**config.mk**
```make
export PLATFORM = sky130hd
export DESIGN_NAME = ice_risc_mem_arb_flat
export DESIGN_NICKNAME = d
export VERILOG_FILES = /design/src/rtl/ice_risc_arb_pkg.sv /design/src/rtl/ice_risc_mem_arb_if.sv /design/src/rtl/ice_risc_rr_pick.sv /design/src/rtl/ice_risc_mem_arb.sv /design/src/flat_wrapper.sv
export SDC_FILE = /design/constraint.sdc
export NUM_CORES = 1
export LEC_CHECK = 0
export ABC_CLOCK_PERIOD_IN_PS = 7330
export CAP_MARGIN = 20
export CORE_MARGIN = 2
export CORE_UTILIZATION = 45
export CTS_CLUSTER_SIZE = 16
export DETAILED_ROUTE_END_ITERATION = 10
export GPL_ROUTABILITY_DRIVEN = 1
export PLACE_DENSITY_LB_ADDON = 0.05
export SLEW_MARGIN = 15
export SYNTH_ARGS = -nofsm -noshare
export SYNTH_HDL_FRONTEND = slang
export SYNTH_HIERARCHICAL = 1
export SYNTH_SLANG_ARGS = --single-unit
```
**constraint.sdc**
```tcl
create_clock -name iwClk -period 7.33 [get_ports iwClk]
set_input_delay 1.466 -clock iwClk [delete_from_list [all_inputs] [get_ports iwClk]]
set_output_delay 1.466 -clock iwClk [all_outputs]
set_load 0.005 [all_outputs]
```
**src/rtl/ice_risc_arb_pkg.sv**
```systemverilog
// Shared types and constants for the ice_risc memory arbiter: FSM state,
// requester indices and bus widths.
package ice_risc_arb_pkg;

  localparam int NUM_REQ    = 3;
  localparam int ADDR_W     = 32;
  localparam int DATA_W     = 32;
  localparam int STRB_W     = 4;

  localparam int REQ_IFETCH = 0;
  localparam int REQ_DREAD  = 1;
  localparam int REQ_DWRITE = 2;

  typedef enum logic [1:0] {
    ST_IDLE  = 2'd0,
    ST_ISSUE = 2'd1,
    ST_WAIT  = 2'd2,
    ST_ACK   = 2'd3
  } state_t;

  function automatic logic [1:0] onehot_to_idx(input logic [NUM_REQ-1:0] oh);
    logic [1:0] idx;
    case (oh)
      3'b010:  idx = 2'd1;
      3'b100:  idx = 2'd2;
      default: idx = 2'd0;
    endcase
    return idx;
  endfunction

endpackage

```
**src/rtl/ice_risc_mem_arb_if.sv**
```systemverilog
// Requester and memory-side signals of the arbiter. The slave modport is the
// arbiter's view; the master modport is the requesters plus memory.
interface ice_risc_mem_arb_if;
  import ice_risc_arb_pkg::*;

  // Handshake: a memory command transfers on a rising edge where owMemValid
  // and iwMemReady are both high; owMemValid and its fields stay stable until
  // then. iwMemRValid is a one-cycle strobe, only honoured while waiting for
  // read data. owAck is a one-cycle pulse; requesters hold iwReq and their
  // fields until they see it.
  logic [NUM_REQ-1:0]        iwReq;
  logic [NUM_REQ*ADDR_W-1:0] iwAddr;
  logic [DATA_W-1:0]         iwWData;
  logic [STRB_W-1:0]         iwWstrb;
  logic [NUM_REQ-1:0]        owAck;
  logic [DATA_W-1:0]         owRData;
  logic                      owErr;
  logic                      owMemValid;
  logic                      owMemWrite;
  logic [ADDR_W-1:0]         owMemAddr;
  logic [DATA_W-1:0]         owMemWData;
  logic [STRB_W-1:0]         owMemWstrb;
  logic                      iwMemReady;
  logic                      iwMemRValid;
  logic [DATA_W-1:0]         iwMemRData;
  logic                      owBusy;

  modport slave (
    input  iwReq, iwAddr, iwWData, iwWstrb, iwMemReady, iwMemRValid, iwMemRData,
    output owAck, owRData, owErr, owMemValid, owMemWrite, owMemAddr,
           owMemWData, owMemWstrb, owBusy
  );

  modport master (
    output iwReq, iwAddr, iwWData, iwWstrb, iwMemReady, iwMemRValid, iwMemRData,
    input  owAck, owRData, owErr, owMemValid, owMemWrite, owMemAddr,
           owMemWData, owMemWstrb, owBusy
  );

endinterface

```
**src/rtl/ice_risc_rr_pick.sv**
```systemverilog
// Combinational 3-way requester picker. Round-robin (search starts after
// iwPtr) when pRoundRobin is set, otherwise fixed priority 2 > 1 > 0.
module ice_risc_rr_pick
  import ice_risc_arb_pkg::*;
#(
  parameter bit pRoundRobin = 1'b0
) (
  input  logic [NUM_REQ-1:0] iwReq,
  input  logic [1:0]         iwPtr,
  output logic [NUM_REQ-1:0] owGrant
);

  always_comb begin
    owGrant = '0;
    if (pRoundRobin) begin
      case (iwPtr)
        2'd0: begin
          if      (iwReq[1]) owGrant = 3'b010;
          else if (iwReq[2]) owGrant = 3'b100;
          else if (iwReq[0]) owGrant = 3'b001;
        end
        2'd1: begin
          if      (iwReq[2]) owGrant = 3'b100;
          else if (iwReq[0]) owGrant = 3'b001;
          else if (iwReq[1]) owGrant = 3'b010;
        end
        default: begin
          if      (iwReq[0]) owGrant = 3'b001;
          else if (iwReq[1]) owGrant = 3'b010;
          else if (iwReq[2]) owGrant = 3'b100;
        end
      endcase
    end else begin
      if      (iwReq[2]) owGrant = 3'b100;
      else if (iwReq[1]) owGrant = 3'b010;
      else if (iwReq[0]) owGrant = 3'b001;
    end
  end

endmodule

```
**src/rtl/ice_risc_mem_arb.sv**
```systemverilog
// Three-requester single-outstanding memory arbiter with timeout.
// Define ICE_RISC_ARB_RR_EN for round-robin arbitration; default is fixed priority.
module ice_risc_mem_arb
  import ice_risc_arb_pkg::*;
#(
  parameter int pTimeout = 255
) (
  input  logic                iwClk,
  input  logic                iwRst,
  ice_risc_mem_arb_if.slave   bus,
  output state_t              owDbgState
);

`ifdef ICE_RISC_ARB_RR_EN
  localparam bit RR_EN = 1'b1;
`else
  localparam bit RR_EN = 1'b0;
`endif

  localparam logic [16:0] TIMEOUT = 17'(pTimeout);

  state_t              state_q, state_d;
  logic [NUM_REQ-1:0]  grant_q, grant_d;
  logic [NUM_REQ-1:0]  pick;
  logic [1:0]          pick_idx;
  logic [1:0]          ptr_q;
  logic [15:0]         cnt_q, cnt_d;
  logic [16:0]         cnt_inc;
  logic                expire;
  logic                err_q, err_d;
  logic [DATA_W-1:0]   rdata_q, rdata_d;
  logic                mem_valid_q, mem_valid_d;
  logic                mem_write_q, mem_write_d;
  logic [ADDR_W-1:0]   mem_addr_q, mem_addr_d;
  logic [DATA_W-1:0]   mem_wdata_q, mem_wdata_d;
  logic [STRB_W-1:0]   mem_wstrb_q, mem_wstrb_d;

  ice_risc_rr_pick #(.pRoundRobin(RR_EN)) u_pick (
    .iwReq   (bus.iwReq),
    .iwPtr   (ptr_q),
    .owGrant (pick)
  );

  assign pick_idx = onehot_to_idx(pick);
  // Counter value this cycle would reach; expiry fires on the cycle it hits the limit.
  assign cnt_inc  = {1'b0, cnt_q} + 17'd1;
  assign expire   = (cnt_inc >= TIMEOUT);

`ifdef ICE_RISC_ARB_RR_EN
  always_ff @(posedge iwClk or posedge iwRst) begin
    if (iwRst) begin
      ptr_q <= 2'd2;
    end else if (state_q == ST_IDLE && |bus.iwReq) begin
      ptr_q <= pick_idx;
    end
  end
`else
  assign ptr_q = 2'd2;
`endif

  always_comb begin
    state_d     = state_q;
    grant_d     = grant_q;
    cnt_d       = cnt_q;
    err_d       = err_q;
    rdata_d     = rdata_q;
    mem_valid_d = mem_valid_q;
    mem_write_d = mem_write_q;
    mem_addr_d  = mem_addr_q;
    mem_wdata_d = mem_wdata_q;
    mem_wstrb_d = mem_wstrb_q;
    case (state_q)
      ST_IDLE: begin
        if (|bus.iwReq) begin
          state_d     = ST_ISSUE;
          grant_d     = pick;
          cnt_d       = '0;
          err_d       = 1'b0;
          rdata_d     = '0;
          mem_valid_d = 1'b1;
          mem_write_d = (pick_idx == 2'(REQ_DWRITE));
          case (pick_idx)
            2'd0:    mem_addr_d = bus.iwAddr[31:0];
            2'd1:    mem_addr_d = bus.iwAddr[63:32];
            default: mem_addr_d = bus.iwAddr[95:64];
          endcase
          if (pick_idx == 2'(REQ_DWRITE)) begin
            mem_wdata_d = bus.iwWData;
            mem_wstrb_d = bus.iwWstrb;
          end else begin
            mem_wdata_d = '0;
            mem_wstrb_d = 4'hF;
          end
        end
      end
      ST_ISSUE: begin
        cnt_d = cnt_inc[15:0];
        // Acceptance is checked first so it wins over a simultaneous expiry.
        if (bus.iwMemReady) begin
          mem_valid_d = 1'b0;
          state_d     = mem_write_q ? ST_ACK : ST_WAIT;
        end else if (expire) begin
          mem_valid_d = 1'b0;
          err_d       = 1'b1;
          state_d     = ST_ACK;
        end
      end
      ST_WAIT: begin
        cnt_d = cnt_inc[15:0];
        if (bus.iwMemRValid) begin
          rdata_d = bus.iwMemRData;
          state_d = ST_ACK;
        end else if (expire) begin
          err_d   = 1'b1;
          state_d = ST_ACK;
        end
      end
      default: begin
        state_d = ST_IDLE;
      end
    endcase
  end

  always_ff @(posedge iwClk or posedge iwRst) begin
    if (iwRst) begin
      state_q     <= ST_IDLE;
      grant_q     <= '0;
      cnt_q       <= '0;
      err_q       <= 1'b0;
      rdata_q     <= '0;
      mem_valid_q <= 1'b0;
      mem_write_q <= 1'b0;
      mem_addr_q  <= '0;
      mem_wdata_q <= '0;
      mem_wstrb_q <= '0;
    end else begin
      state_q     <= state_d;
      grant_q     <= grant_d;
      cnt_q       <= cnt_d;
      err_q       <= err_d;
      rdata_q     <= rdata_d;
      mem_valid_q <= mem_valid_d;
      mem_write_q <= mem_write_d;
      mem_addr_q  <= mem_addr_d;
      mem_wdata_q <= mem_wdata_d;
      mem_wstrb_q <= mem_wstrb_d;
    end
  end

  assign bus.owAck      = (state_q == ST_ACK) ? grant_q : '0;
  assign bus.owErr      = (state_q == ST_ACK) && err_q;
  assign bus.owRData    = rdata_q;
  assign bus.owBusy     = (state_q != ST_IDLE);
  assign bus.owMemValid = mem_valid_q;
  assign bus.owMemWrite = mem_write_q;
  assign bus.owMemAddr  = mem_addr_q;
  assign bus.owMemWData = mem_wdata_q;
  assign bus.owMemWstrb = mem_wstrb_q;
  assign owDbgState     = state_q;

endmodule

```
**src/flat_wrapper.sv**
```systemverilog
// flat-port wrapper written by rule: the top's interface ports become plain ports
module ice_risc_mem_arb_flat import ice_risc_arb_pkg::*;
#(
  parameter int pTimeout = 255
)
  (iwClk, iwRst, owDbgState, bus_iwReq, bus_iwAddr, bus_iwWData, bus_iwWstrb, bus_iwMemReady, bus_iwMemRValid, bus_iwMemRData, bus_owAck, bus_owRData, bus_owErr, bus_owMemValid, bus_owMemWrite, bus_owMemAddr, bus_owMemWData, bus_owMemWstrb, bus_owBusy);
  ice_risc_mem_arb_if bus_i ();
  input  logic iwClk;
  input  logic iwRst;
  output state_t owDbgState;
  input wire logic [$bits(bus_i.iwReq)-1:0] bus_iwReq;
  input wire logic [$bits(bus_i.iwAddr)-1:0] bus_iwAddr;
  input wire logic [$bits(bus_i.iwWData)-1:0] bus_iwWData;
  input wire logic [$bits(bus_i.iwWstrb)-1:0] bus_iwWstrb;
  input wire logic [$bits(bus_i.iwMemReady)-1:0] bus_iwMemReady;
  input wire logic [$bits(bus_i.iwMemRValid)-1:0] bus_iwMemRValid;
  input wire logic [$bits(bus_i.iwMemRData)-1:0] bus_iwMemRData;
  output wire logic [$bits(bus_i.owAck)-1:0] bus_owAck;
  output wire logic [$bits(bus_i.owRData)-1:0] bus_owRData;
  output wire logic [$bits(bus_i.owErr)-1:0] bus_owErr;
  output wire logic [$bits(bus_i.owMemValid)-1:0] bus_owMemValid;
  output wire logic [$bits(bus_i.owMemWrite)-1:0] bus_owMemWrite;
  output wire logic [$bits(bus_i.owMemAddr)-1:0] bus_owMemAddr;
  output wire logic [$bits(bus_i.owMemWData)-1:0] bus_owMemWData;
  output wire logic [$bits(bus_i.owMemWstrb)-1:0] bus_owMemWstrb;
  output wire logic [$bits(bus_i.owBusy)-1:0] bus_owBusy;
  assign bus_i.iwReq = bus_iwReq;
  assign bus_i.iwAddr = bus_iwAddr;
  assign bus_i.iwWData = bus_iwWData;
  assign bus_i.iwWstrb = bus_iwWstrb;
  assign bus_i.iwMemReady = bus_iwMemReady;
  assign bus_i.iwMemRValid = bus_iwMemRValid;
  assign bus_i.iwMemRData = bus_iwMemRData;
  assign bus_owAck = bus_i.owAck;
  assign bus_owRData = bus_i.owRData;
  assign bus_owErr = bus_i.owErr;
  assign bus_owMemValid = bus_i.owMemValid;
  assign bus_owMemWrite = bus_i.owMemWrite;
  assign bus_owMemAddr = bus_i.owMemAddr;
  assign bus_owMemWData = bus_i.owMemWData;
  assign bus_owMemWstrb = bus_i.owMemWstrb;
  assign bus_owBusy = bus_i.owBusy;
  ice_risc_mem_arb #(.pTimeout(pTimeout)) u_core (.iwClk(iwClk), .iwRst(iwRst), .bus(bus_i), .owDbgState(owDbgState));
endmodule
```
======== After elaboration in Yosys (flattened, before gate mapping) ========
Index checks and enable logic that the tools add are counted.
storage, ports and cells
  register bits after elaboration ......... 124
  input port bits ......................... 171
cells by class
  add/subtract/negate cells ............... 1
  magnitude comparators ................... 1
  eq/ne operators ......................... 12
  multiplexer cells ....................... 28
  reduce and logical (&&, ||, !) cells .... 15
operator list
  kind                   count
  $pmux 32 s2            2
  $mux 32                3
  $pmux 16 s2            1
  $add 16x1->17 const B  1
  $ge 17x8->1 const B    1
  $mux 16                1
  $mux 1                 9
  $mux 3                 3
  $mux 2                 4
  $reduce_bool 2->1      4
  $eq 2x2->1 const B     3
  $ne 2x2->1 const B     3
  $pmux 2 s3             1
  $reduce_and 3->1       2
  $eq 2x1->1 const B     2
  $logic_not 2->1        2
  $mux 4                 1
  $pmux 2 s2             1
  $reduce_and 2->1       2
  $reduce_and 4->1       1
  $eq 3x2->1 const B     1
  $eq 3x3->1 const B     1
  $ne 3x2->1 const B     1
  $pmux 1 s3             1
  6 further kinds        6

======== Depth between registers and ports, before layout ========
  word-level depth ........................ 7
  depth in mapped cells ................... 8
  depth with buffers taken out ............ 7

======== Cells and area by module ========
The synthesis kept the hierarchy.
modules (own cells, without submodules)
  module            times used  cells each  area each (um^2)
  ice_risc_mem_arb  1           707         6,103.4
  ice_risc_rr_pick  1           3           26.3

======== Worst setup path before layout ========
OpenSTA, ideal clock, no wires.
  path type ............................... input to register
  start ................................... input bus_iwReq[1]
  end ..................................... register u_core.grant_q[0]
  arrival ................................. 2,867 ps
  required time ........................... 7,202 ps
  setup slack ............................. 4,336 ps
  stages .................................. 6
  buffers on the path ..................... 3
  cell sequence ........................... nor3_1 nand2b_1 clkbuf_1 clkbuf_1 clkbuf_1 mux2_1
on the way
  word-level cells in the longest chain between the ends .. 2
  elaborated cells on any way between the ends .. 4
  those cells by class .................... 2 x mux; 2 x reduce/logical
ends and longest elaborated chain
  item                                                         RTL line                                        RTL
  from (decl)                                                  flat_wrapper.sv:11                              input wire logic [$bits(bus_i.iwReq)-1:0] bus_iwReq;
  $reduce_or 3->1 / $mux 3 (equally long branches)             ice_risc_mem_arb.sv:74, ice_risc_rr_pick.sv:35
  $reduce_and 2->1 (no line) / $mux 3 (equally long branches)  --
  to (signal assigned)                                         ice_risc_mem_arb.sv:138                         grant_q <= grant_d;
  to (decl)                                                    ice_risc_mem_arb.sv:23                          logic [NUM_REQ-1:0] grant_q, grant_d;
Parallel ways exist; a longest one is shown, timed or not.
A chain may end at the register's enable or synchronous reset.

======== Worst setup path in the final report ========
  start ................................... input bus_iwReq[2]
  end ..................................... register u_core.grant_q[0]
on the way
  word-level cells in the longest chain between the ends .. 2
  elaborated cells on any way between the ends .. 3
  those cells by class .................... 1 x mux; 2 x reduce/logical
ends and longest elaborated chain
  item                        RTL line                RTL
  $reduce_or 3->1             ice_risc_mem_arb.sv:74  if (|bus.iwReq) begin
  $reduce_and 2->1 (no line)  --
Parallel ways exist; a longest one is shown, timed or not.

==> results.tsv <==
stage	metric	value	unit
worst_setup_path	critical path arrival	3.93	ns
yosys	Cells after Synth	708	
clock_tree	CTS buffer count	17	
timing	Relative slew margins	35.3	%
die	CORE AREA	13200	sq um
worst_setup_path	Setup CP Type	in -> reg	
grt	layer with the highest usage after global routing	met2	
yosys	cell area after synthesis	6120	sq um
die	number of top-level design ports	280	
cells_and_area	growth of design area from synthesis to finish	57.7	%
cells_and_area	nets	1141	
placed_design	Post-DP HPWL	13700	microns
worst_setup_path	crit-path max cell delay	0.70	ns
clock_tree	Clock Pin Slew Worst Setup and Hold Paths	0.05	ns
grt	Tot GR Track Use	25.9	%
cells_and_area	share of post-route cells with drive strength above 1	5.13	%
grt	met1 track utilization from global routing	28.5	%
timing	final sum of negative setup slack	0	ns
pwr	total power of the final layout	3.41	mW
grt	total congestion overflow after global routing	0	
worst_setup_path	Startpoint Class	primary input	
timing	final setup fails	0	
worst_hold_path	path category of the worst min-delay check	reg -> reg	
die	count of standard-cell rows	42	
clock_tree	CTS Root Buffer Type	clkbuf_16	
timing	final count of hold timing violations	0	
die	total die area	14600	sq um
clock_tree	CTS tree	yes	
grt	maximum number of pins on one net before global-route repair	97	
worst_setup_path	worst-path cell chain	clkdlybuf4s50_1 -> nor3_1 -> nand2b_4 -> buf_4 -> mux2_1	
timing	worst slack on hold paths	0.468	ns
timing	minimum clock period after layout	3.64	ns
worst_setup_path	slowest stage cell, crit path	buf_4	
drt	Detailed Routing Iterations Pass 1	5	
yosys	Syn Area/Cell	8.65	sq um
worst_setup_path	CP required	7.63	ns
die	overall die height	121	microns
placed_design	routability congestion estimate	0.815	
clock_tree	Gates resized, CTS repair	0	
timing	final-report max-slew violation count	0	
pwr	total power per unit cell area	353	nW/um^2
drt	number of violations reported at the end of detailed-routing iteration 0	389	
worst_setup_path	count of buffering cells on the critical path with inverters included	2	
grt	initial antenna violation count	0	
drt	remaining design rule violation count	0	
worst_setup_path	Critical Path End Type	flop	
clock_tree	clock latency on the worst-skew pair	0.42	ns
clock_tree	number of clock sinks seen by CTS	124	
die	starting density of the core	46.2	%
clock_tree	number of setup buffers added after CTS	0	
clock_tree	number of H-tree levels	4	
drt	Routed WL per cell	16.2	microns
timing	fmax	275	MHz
timing	setup clock skew after layout	0.00594	ns
outcome	status	complete, no violations	
cells_and_area	fin area	9650	sq um
flow_run	maxcap violations	0	
timing	Period Utilization, post-route	49.6	%
drt	total via count after detailed routing	5972	
grt	vias in the first global route	5917	
drt	number of nets with antenna violations after detailed routing	0	
pwr	Peak supply drop	213	uV
grt	global-route track usage on met3	8.02	%
cells_and_area	count of inserted antenna diode cells	0	
clock_tree	maximum clock insertion buffer count	2	
yosys	total nets after synthesis	887	
drt	average vias per placed instance	5.19	
placed_design	number of I/O port buffers	279	
timing	unrepaired setup endpoints after global routing	no	
die	Die Span X	121	microns
clock_tree	hold buffer count at cts	0	
timing	worst slew pin tran	0.971	ns
pwr	static leakage	4.18	nW
placed_design	placed cell areas	8990	sq um
worst_setup_path	maximum fanout encountered on the critical timing path	84	
grt	first-pass GRT wire length	29400	microns
yosys	number of warnings reported in the yosys synthesis log	6	
grt	met2 track demand over resource	46.0	%
worst_setup_path	Top delay family on crit path	buffers and inverters	
drt	wirelength, routed	18700	microns
==> flip-flops by register name, indices dropped and copies added, names as in the netlist <==
signal / count
u_core/bus.owMemWData: 32
u_core/bus.owMemValid: 1
u_core/bus.owMemWrite: 1
u_core/owDbgState: 2
u_core/bus.owRData: 32
u_core/err_q: 1
u_core/grant_q: 3
u_core/bus.owMemWstrb: 4
u_core/cnt_q: 16
u_core/bus.owMemAddr: 32
==> power by group <==
| group | internal [mW] | switching (mW) |
|---|---|---|
| Combinational | 0.717 | 0.697 |
| Clock | 0.587 | 0.301 |
| Sequential | 0.943 | 0.167 |
| Total | 2.25 | 1.16 |
==> area by class of cell <==
| type | instances | area (sq um) |
|---|---|---|
| multi-input combinational | 526 | 2810 |
| clock buffer | 22 | 464 |
| fill | 1005 | 3590 |
| clock inverter | 10 | 163 |
| timing repair buffer | 285 | 2860 |
| tap | 176 | 220 |
| sequential | 124 | 3100 |
| inverter | 8 | 32.5 |
==> placed cells by master, fill, tap and decap left out, drive strengths merged, types with 7 or more instances in the layout <==
master / instances
inv: 9
a21oi: 41
nand3: 41
clkbuf: 22
nor2: 47
o21ai: 80
and2: 9
ha: 8
a21o: 7
clkdlybuf4s50: 279
mux2i: 32
nor3: 8
nand2: 196
o31ai: 12
dfrtp: 124
==> per-layer routing <==
| metal | wire length [microns] | vias up | part of all wire, % |
|---|---|---|---|
| met3 | 1410 | 36 | 7.5 |
| met1 | 6990 | 2805 | 37 |
| met4 | 573 | 0 | 3.1 |
| met2 | 9700 | 229 | 52 |
| met5 | 0 | - | 0 |
| li1 | - | 2902 | - |
==> path summary, 6_finish.rpt <==
check	to	slack, ns	cells past startpoint	start
setup reg to reg	u_core/bus.owRData[3]$_DFFE_PP0P_	4.42	7	u_core/owDbgState[0]$_DFFE_PP0N_
hold / removal	u_core/bus.owRData[0]$_DFFE_PP0P_	0.47	2	u_core/bus.owRData[0]$_DFFE_PP0P_
max in group asynchronous	u_core/bus.owMemWData[6]$_DFFE_PP0P_	4.76	4	iwRst
hold reg to reg	u_core/bus.owRData[0]$_DFFE_PP0P_	0.47	2	u_core/bus.owRData[0]$_DFFE_PP0P_
setup / recovery	u_core/grant_q[0]$_DFFE_PP0P_	3.69	5	bus_iwReq[2]
min in group asynchronous	u_core/bus.owRData[22]$_DFFE_PP0P_	1.41	2	iwRst
==> worst min-delay path: cells and delay by family (launching register included) <==
family,cells,cell delay (ns)
flops,1,0.34
simple gates,2,0.10
==> through the flow <==
step	std cells	util, %	setup WS, ns
5_1_grt	1151	72.9	3.49
3_5_place_dp	1118	67.9	3.28
4_1_cts	1150	72.7	3.71
2_1_floorplan	708	-	2.56
3_3_place_gp	1118	67.9	3.32
6_report	1151	72.9	3.69
Power figures use the tool's default switching activity.
